===== config.mk =====
export PLATFORM = sky130hd
export DESIGN_NAME = alu_op_sequencer
export DESIGN_NICKNAME = d
export VERILOG_FILES = /design/src/rtl/alu_pkg.sv /design/src/rtl/alu_seq_flags.sv /design/src/rtl/alu_op_sequencer.sv
export SDC_FILE = /design/constraint.sdc
export NUM_CORES = 1
export LEC_CHECK = 0
export CAP_MARGIN = 30
export CORE_ASPECT_RATIO = 0.9
export CORE_MARGIN = 2
export CORE_UTILIZATION = 30
export DETAILED_ROUTE_END_ITERATION = 8
export GPL_TIMING_DRIVEN = 0
export SLEW_MARGIN = 20
export SYNTH_ARGS = -nofsm -noshare
export SYNTH_HDL_FRONTEND = slang
export SYNTH_SLANG_ARGS = --single-unit

===== constraint.sdc =====
create_clock -name clk -period 1.4 [get_ports clk]
set_input_delay 0.28 -clock clk [delete_from_list [all_inputs] [get_ports clk]]
set_output_delay 0.28 -clock clk [all_outputs]
set_load 0.005 [all_outputs]

===== src/rtl/alu_pkg.sv =====
// Shared definitions for the ALU operand sequencer: op encodings (common with the
// external ALU), FSM state encoding and an arithmetic-op classifier.
package alu_pkg;

    localparam logic [2:0] OP_ADD   = 3'd0;
    localparam logic [2:0] OP_SUB   = 3'd1;
    localparam logic [2:0] OP_INC   = 3'd2;
    localparam logic [2:0] OP_DEC   = 3'd3;
    localparam logic [2:0] OP_AND   = 3'd4;
    localparam logic [2:0] OP_OR    = 3'd5;
    localparam logic [2:0] OP_XOR   = 3'd6;
    localparam logic [2:0] OP_COMPL = 3'd7;

    typedef enum logic [1:0] {
        StIdle,
        StExec,
        StResp
    } seq_state_e;

    // Arithmetic ops are the only ones whose alu_out MSB is a real carry/borrow.
    function automatic logic is_arith(input logic [2:0] op);
        return (op <= OP_DEC);
    endfunction

    // Ops whose MSB means carry-out (as opposed to borrow).
    function automatic logic is_incr(input logic [2:0] op);
        return (op == OP_ADD) || (op == OP_INC);
    endfunction

endpackage


===== src/rtl/alu_seq_flags.sv =====
// Result shaping for the sequencer: turns the raw (N+1)-bit ALU result into the
// next accumulator value and carry flag. Logic ops have their MSB masked because
// the complement op drives it high. Saturate clamps on carry/borrow instead of
// wrapping; the reported carry is always the raw one.
module alu_seq_flags
    import alu_pkg::*;
#(
    parameter int unsigned N        = 4,
    parameter bit          Saturate = 1'b0
) (
    input  logic [N:0]   alu_out,
    input  logic [2:0]   alu_sel,
    output logic [N-1:0] acc_next,
    output logic         carry_next
);

    logic arith;
    logic raw_carry;

    assign arith     = is_arith(alu_sel);
    assign raw_carry = alu_out[N];

    // Select the accumulator update and masked carry for the executed op.
    always_comb begin
        acc_next   = alu_out[N-1:0];
        carry_next = arith & raw_carry;
        if (Saturate && arith && raw_carry) begin
            acc_next = is_incr(alu_sel) ? {N{1'b1}} : {N{1'b0}};
        end
    end

endmodule


===== src/rtl/alu_op_sequencer.sv =====
// Command-driven accumulator sequencer wrapped around an external combinational
// ALU. Registers ALU operands/select, captures the ALU result into the
// accumulator and returns it with carry/zero flags over a valid/ready channel.
// Build option: define ALU_SEQ_SATURATE_EN to saturate add/inc and sub/dec
// instead of wrapping modulo 2^N.
module alu_op_sequencer
    import alu_pkg::*;
#(
    parameter int unsigned N = 4
) (
    input  logic         clk,
    input  logic         rst_n,
    input  logic         cmd_valid,
    output logic         cmd_ready,
    input  logic [2:0]   cmd_op,
    input  logic         cmd_load,
    input  logic [N-1:0] cmd_data,
    output logic [N-1:0] alu_a,
    output logic [N-1:0] alu_b,
    output logic [2:0]   alu_sel,
    input  logic [N:0]   alu_out,
    output logic         res_valid,
    input  logic         res_ready,
    output logic [N-1:0] res_data,
    output logic         res_carry,
    output logic         res_zero
);

`ifdef ALU_SEQ_SATURATE_EN
    localparam bit Saturate = 1'b1;
`else
    localparam bit Saturate = 1'b0;
`endif

    seq_state_e   state_q, state_d;
    logic [N-1:0] acc_q, acc_d;
    logic [N-1:0] alu_a_q, alu_a_d;
    logic [N-1:0] alu_b_q, alu_b_d;
    logic [2:0]   alu_sel_q, alu_sel_d;
    logic         carry_q, carry_d;
    logic         zero_q, zero_d;

    logic [N-1:0] flags_acc;
    logic         flags_carry;

    alu_seq_flags #(
        .N        (N),
        .Saturate (Saturate)
    ) u_flags (
        .alu_out    (alu_out),
        .alu_sel    (alu_sel_q),
        .acc_next   (flags_acc),
        .carry_next (flags_carry)
    );

    // Next-state and datapath updates for the IDLE -> EXEC -> RESP sequence.
    always_comb begin
        state_d   = state_q;
        acc_d     = acc_q;
        alu_a_d   = alu_a_q;
        alu_b_d   = alu_b_q;
        alu_sel_d = alu_sel_q;
        carry_d   = carry_q;
        zero_d    = zero_q;
        unique case (state_q)
            StIdle: begin
                if (cmd_valid) begin
                    if (cmd_load) begin
                        acc_d   = cmd_data;
                        carry_d = 1'b0;
                        zero_d  = (cmd_data == '0);
                        state_d = StResp;
                    end else begin
                        alu_a_d   = acc_q;
                        alu_b_d   = cmd_data;
                        alu_sel_d = cmd_op;
                        state_d   = StExec;
                    end
                end
            end
            StExec: begin
                acc_d   = flags_acc;
                carry_d = flags_carry;
                zero_d  = (flags_acc == '0);
                state_d = StResp;
            end
            StResp: begin
                // Return to IDLE only; a new command waits for the following cycle.
                if (res_ready) begin
                    state_d = StIdle;
                end
            end
            default: state_d = StIdle;
        endcase
    end

    // State and datapath registers; reset aborts any in-flight command.
    always_ff @(posedge clk or negedge rst_n) begin
        if (!rst_n) begin
            state_q   <= StIdle;
            acc_q     <= '0;
            alu_a_q   <= '0;
            alu_b_q   <= '0;
            alu_sel_q <= '0;
            carry_q   <= 1'b0;
            zero_q    <= 1'b0;
        end else begin
            state_q   <= state_d;
            acc_q     <= acc_d;
            alu_a_q   <= alu_a_d;
            alu_b_q   <= alu_b_d;
            alu_sel_q <= alu_sel_d;
            carry_q   <= carry_d;
            zero_q    <= zero_d;
        end
    end

    // Reset gating keeps cmd_ready low while rst_n is asserted.
    assign cmd_ready = (state_q == StIdle) && rst_n;
    assign res_valid = (state_q == StResp);
    assign alu_a     = alu_a_q;
    assign alu_b     = alu_b_q;
    assign alu_sel   = alu_sel_q;
    assign res_data  = acc_q;
    assign res_carry = carry_q;
    assign res_zero  = zero_q;

endmodule


==> key figures <==
Status
  – Status: complete, but fails checks
  – Failing checks: negative setup slack

Pwr
  – LEAKAGE: ~0.00072 uW
  – Cell-internal power: about 1500 uW
  – Power per cell area: around 1400 nW/um^2
  – Switching share of power: a little over a quarter
  – Max VDD drop: about 0.56 mV
  – Final total power: about 2100 uW
  – Share of total power in the clock network: between 10% and 20%
  – Reg power frac: approximately two fifths
  – Net Switching: between 500 and 600 uW
  – Comb pwr share: 46.4%

Place
  – Post-Place Setup Slack: -1.10 ns
  – Inst Count DP: between 100 and 150
  – Hpwl dp: roughly 1.3 mm
  – Routability cong.: about 0.64
  – Port Buf Inserts: 35

Final layout
  – Area grow syn2layout: 74.8%
  – Nets: ~130
  – Most frequent cells in the layout: 21 x mux2_4, 17 x dfrtp_1, 17 x dlygate4sd2_1, 16 x buf_4, 15 x clkdlybuf4s50_1
  – Most common cell after layout, fill and taps aside: mux2_4
  – Antenna cells: 0
  – Layout cell share with drive strength beyond 1: 47.8%
  – Fin cells: between 100 and 150

Setup path
  – Critical path's top delay family: flip-flops
  – FF-to-FF Start: state_q[0]$_DFFE_PN0P_
  – CP Launch Type: flip-flop
  – Max incr delay on CP: around 0.44 ns
  – Cell count of the worst reg-to-reg path: 4
  – Endpoint class of the critical path: flip-flop
  – Critical path, cell by cell: buf_6 > nor4b_4 > buf_6 > mux2_4
  – Slowest cell on the critical path: dfrtp_2
  – CP bufs+invs: 2
  – WP data required: about 1.6 ns
  – Worst EP arrival: around 1.7 ns
  – Highest net fanout along the worst path: 5
  – Worst reg-to-reg setup slack: -0.13 ns
  – Cell mode on critical path: buf_6
  – Crit path kind: flip-flop to flip-flop
  – FF-to-FF End: alu_b[3]$_DFFE_PN0P_

Global route
  – Largest net degree at the start of global routing: 20
  – Antenna violations before repair: 0
  – Vias in the first global route: 665
  – Tot GR Track Use: roughly 14%
  – First-pass GRT wire length: around 3.3 mm
  – Global route total overflow: 0

Job
  – Max Cap Viol: 0

Min path
  – Worst Hold Class: input port to asynchronous set/reset pin

Detailed routing
  – Routed via count: roughly 660
  – DR iter-0 viols: 21
  – Pre-antenna DRT Iters: 2
  – Vias per inst: about 4.6
  – Detail Route Antenna Nets: 0
  – Metal2 WL: between 1 and 1.5 mm
  – Highest routing layer actually used: met4
  – Final wirelength: 2.20 mm
  – Met1 WL: roughly 1.0 mm
  – Met3 Routed Length: around 100 um
  – # DRC: 0
  – Routed WL per cell: 15.4 um

Timing
  – Slew HR: slightly below 80%
  – Final period util: 109%
  – Count of final setup violators: 17
  – Max Slew Vio Count: 0
  – RSZ-0062 raised after global routing: true
  – Final Hold Viols: 0
  – Final min period: 1.53 ns
  – Maximum clock rate: 0.654 GHz
  – Final Worst Setup Slack: -0.130 ns
  – Worst Tran Pin Value: 0.325 ns
  – Clock Skew: between 0.006 and 0.007 ns

Logic synthesis
  – Syn_nets: ~70
  – #FFs+latches synth: 19
  – Synth Warn #: 0
  – Post-Syn Area: ~840 sq um
  – Avg Cell Area, Syn: between 15 and 20 sq um
  – Cell count after synthesis: between 50 and 60
  – Seq/Total Area, Yosys: 56.3%
  – Cell variety after synth: 17

Floorplanning
  – Chip width: between 50 and 60 um
  – Starting Density: a little under a third
  – Row count: 18
  – Die height: 54.3 um
  – I/O pins: 36
  – Die ar.: around 3300 sq um
  – Placeable Area: 2700 sq um

Clocking
  – Inserted Clock Buffers: 3
  – CTS sink count: 19
  – # H-tree levels: 1
  – Max Buffers Root-to-Sink: 2
  – CTS Root Cell: clkbuf_4
  – Worst-path clk slew: 0.11 ns
  – Clock latency on the worst-skew pair: 0.30 ns
  – CTS tree: done
-- layer usage --
metal / global-route usage (%) / vias to the layer above
met3: 3.07 / 4
met5: 0 / -
met1: 19.7 / 318
met4: 5.56 / 0
li1: - / 316
met2: 21.9 / 20
-- sequential cells by signal (all words and copies together) (netlist names) --
signal	flops
res_data	4
alu_a	4
alu_sel	3
res_carry	1
state_q	2
alu_b	4
res_zero	1
-- worst reg2reg max path, delay by kind of cell (launching register included) --
family / cells / cell delay (ns)
buffers and inverters: 2 / 0.32
DFF: 1 / 0.44
muxes: 1 / 0.30
and+or+nand+nor: 1 / 0.37
-- cells by family after synthesis --
logic type,after synthesis,share of synthesized area (%)
AND/OR/NAND/NOR,9,8.74
AO/OA/AOI/OAI,3,2.07
buffers and inverters,3,2.67
flip-flops,19,56.3
multiplexers,21,30.2
-- stage by stage --
step	setup TNS (ns)	cell area (sq um)	hold WS, ns	utilization (%)
global placement	-7.24	1240	0.489	45.7
detailed placement	-7.31	1240	0.495	45.7
CTS	-1.65	1450	0.519	53.8
floorplan	0	848	-0.0156	-
global route	-2.56	1480	0.363	54.6
finish	-1.72	1480	0.359	54.6
-- worst max-delay path by stage --
stage,startpoint,to,slack [ns],cells after the start
final,state_q[0]$_DFFE_PN0P_,alu_b[3]$_DFFE_PN0P_,-0.13,4
after global routing,state_q[0]$_DFFE_PN0P_,alu_a[3]$_DFFE_PN0P_,-0.17,4
after CTS,state_q[0]$_DFFE_PN0P_,alu_b[3]$_DFFE_PN0P_,-0.12,4
after detailed placement,rst_n,cmd_ready,-1.10,3
after global placement,rst_n,cmd_ready,-1.09,3
after floorplan,state_q[1]$_DFFE_PN0P_,alu_b[0]$_DFFE_PN0P_,0.0004,3
-- power groups by stage --
stage	clock network (uW)	logic, uW	registers (uW)
3_5_place_dp	0	773	875
4_1_cts	298	976	842
6_report	287	981	846
2_1_floorplan	0	263	881
3_3_place_gp	0	767	870
5_1_grt	326	1060	869
-- cell usage after synthesis --
library cell,instances,area share [%]
nand2_1,1,0.44
nor2_1,1,0.44
nor4b_4,1,2.8
buf_6,1,1.3
o21ai_0,1,0.59
nor3b_1,1,0.89
mux2_2,16,21
nand3b_1,1,0.89
inv_1,1,0.44
a21oi_1,1,0.59
nor2b_2,1,1.0
nor2b_1,1,0.74
dfrtp_1,19,56
nor4_1,2,1.5
buf_4,1,0.89
a21o_1,1,0.89
mux2_4,5,8.9
-- layout make-up --
class	count	area, sq um
buffer	1	11.3
tap	30	37.5
timing repair buffer	55	488
sequential	19	478
multi-input combinational	33	432
fill	245	1230
clock buffer	4	26.3
inverter	1	3.75
-- repair_timing --
| action | CTS | global route |
|---|---|---|
| resized for setup | 59 | 0 |
| setup buffers | 16 | 1 |
| endpoints found under the hold margin | 19 | 0 |
| pin swaps | 1 | 0 |
| gates cloned | 1 | 0 |
| hold buffers | 1 | 0 |
| setup endpoints to repair | 33 | 18 |
No activity file was read; power rests on OpenSTA's default activity.
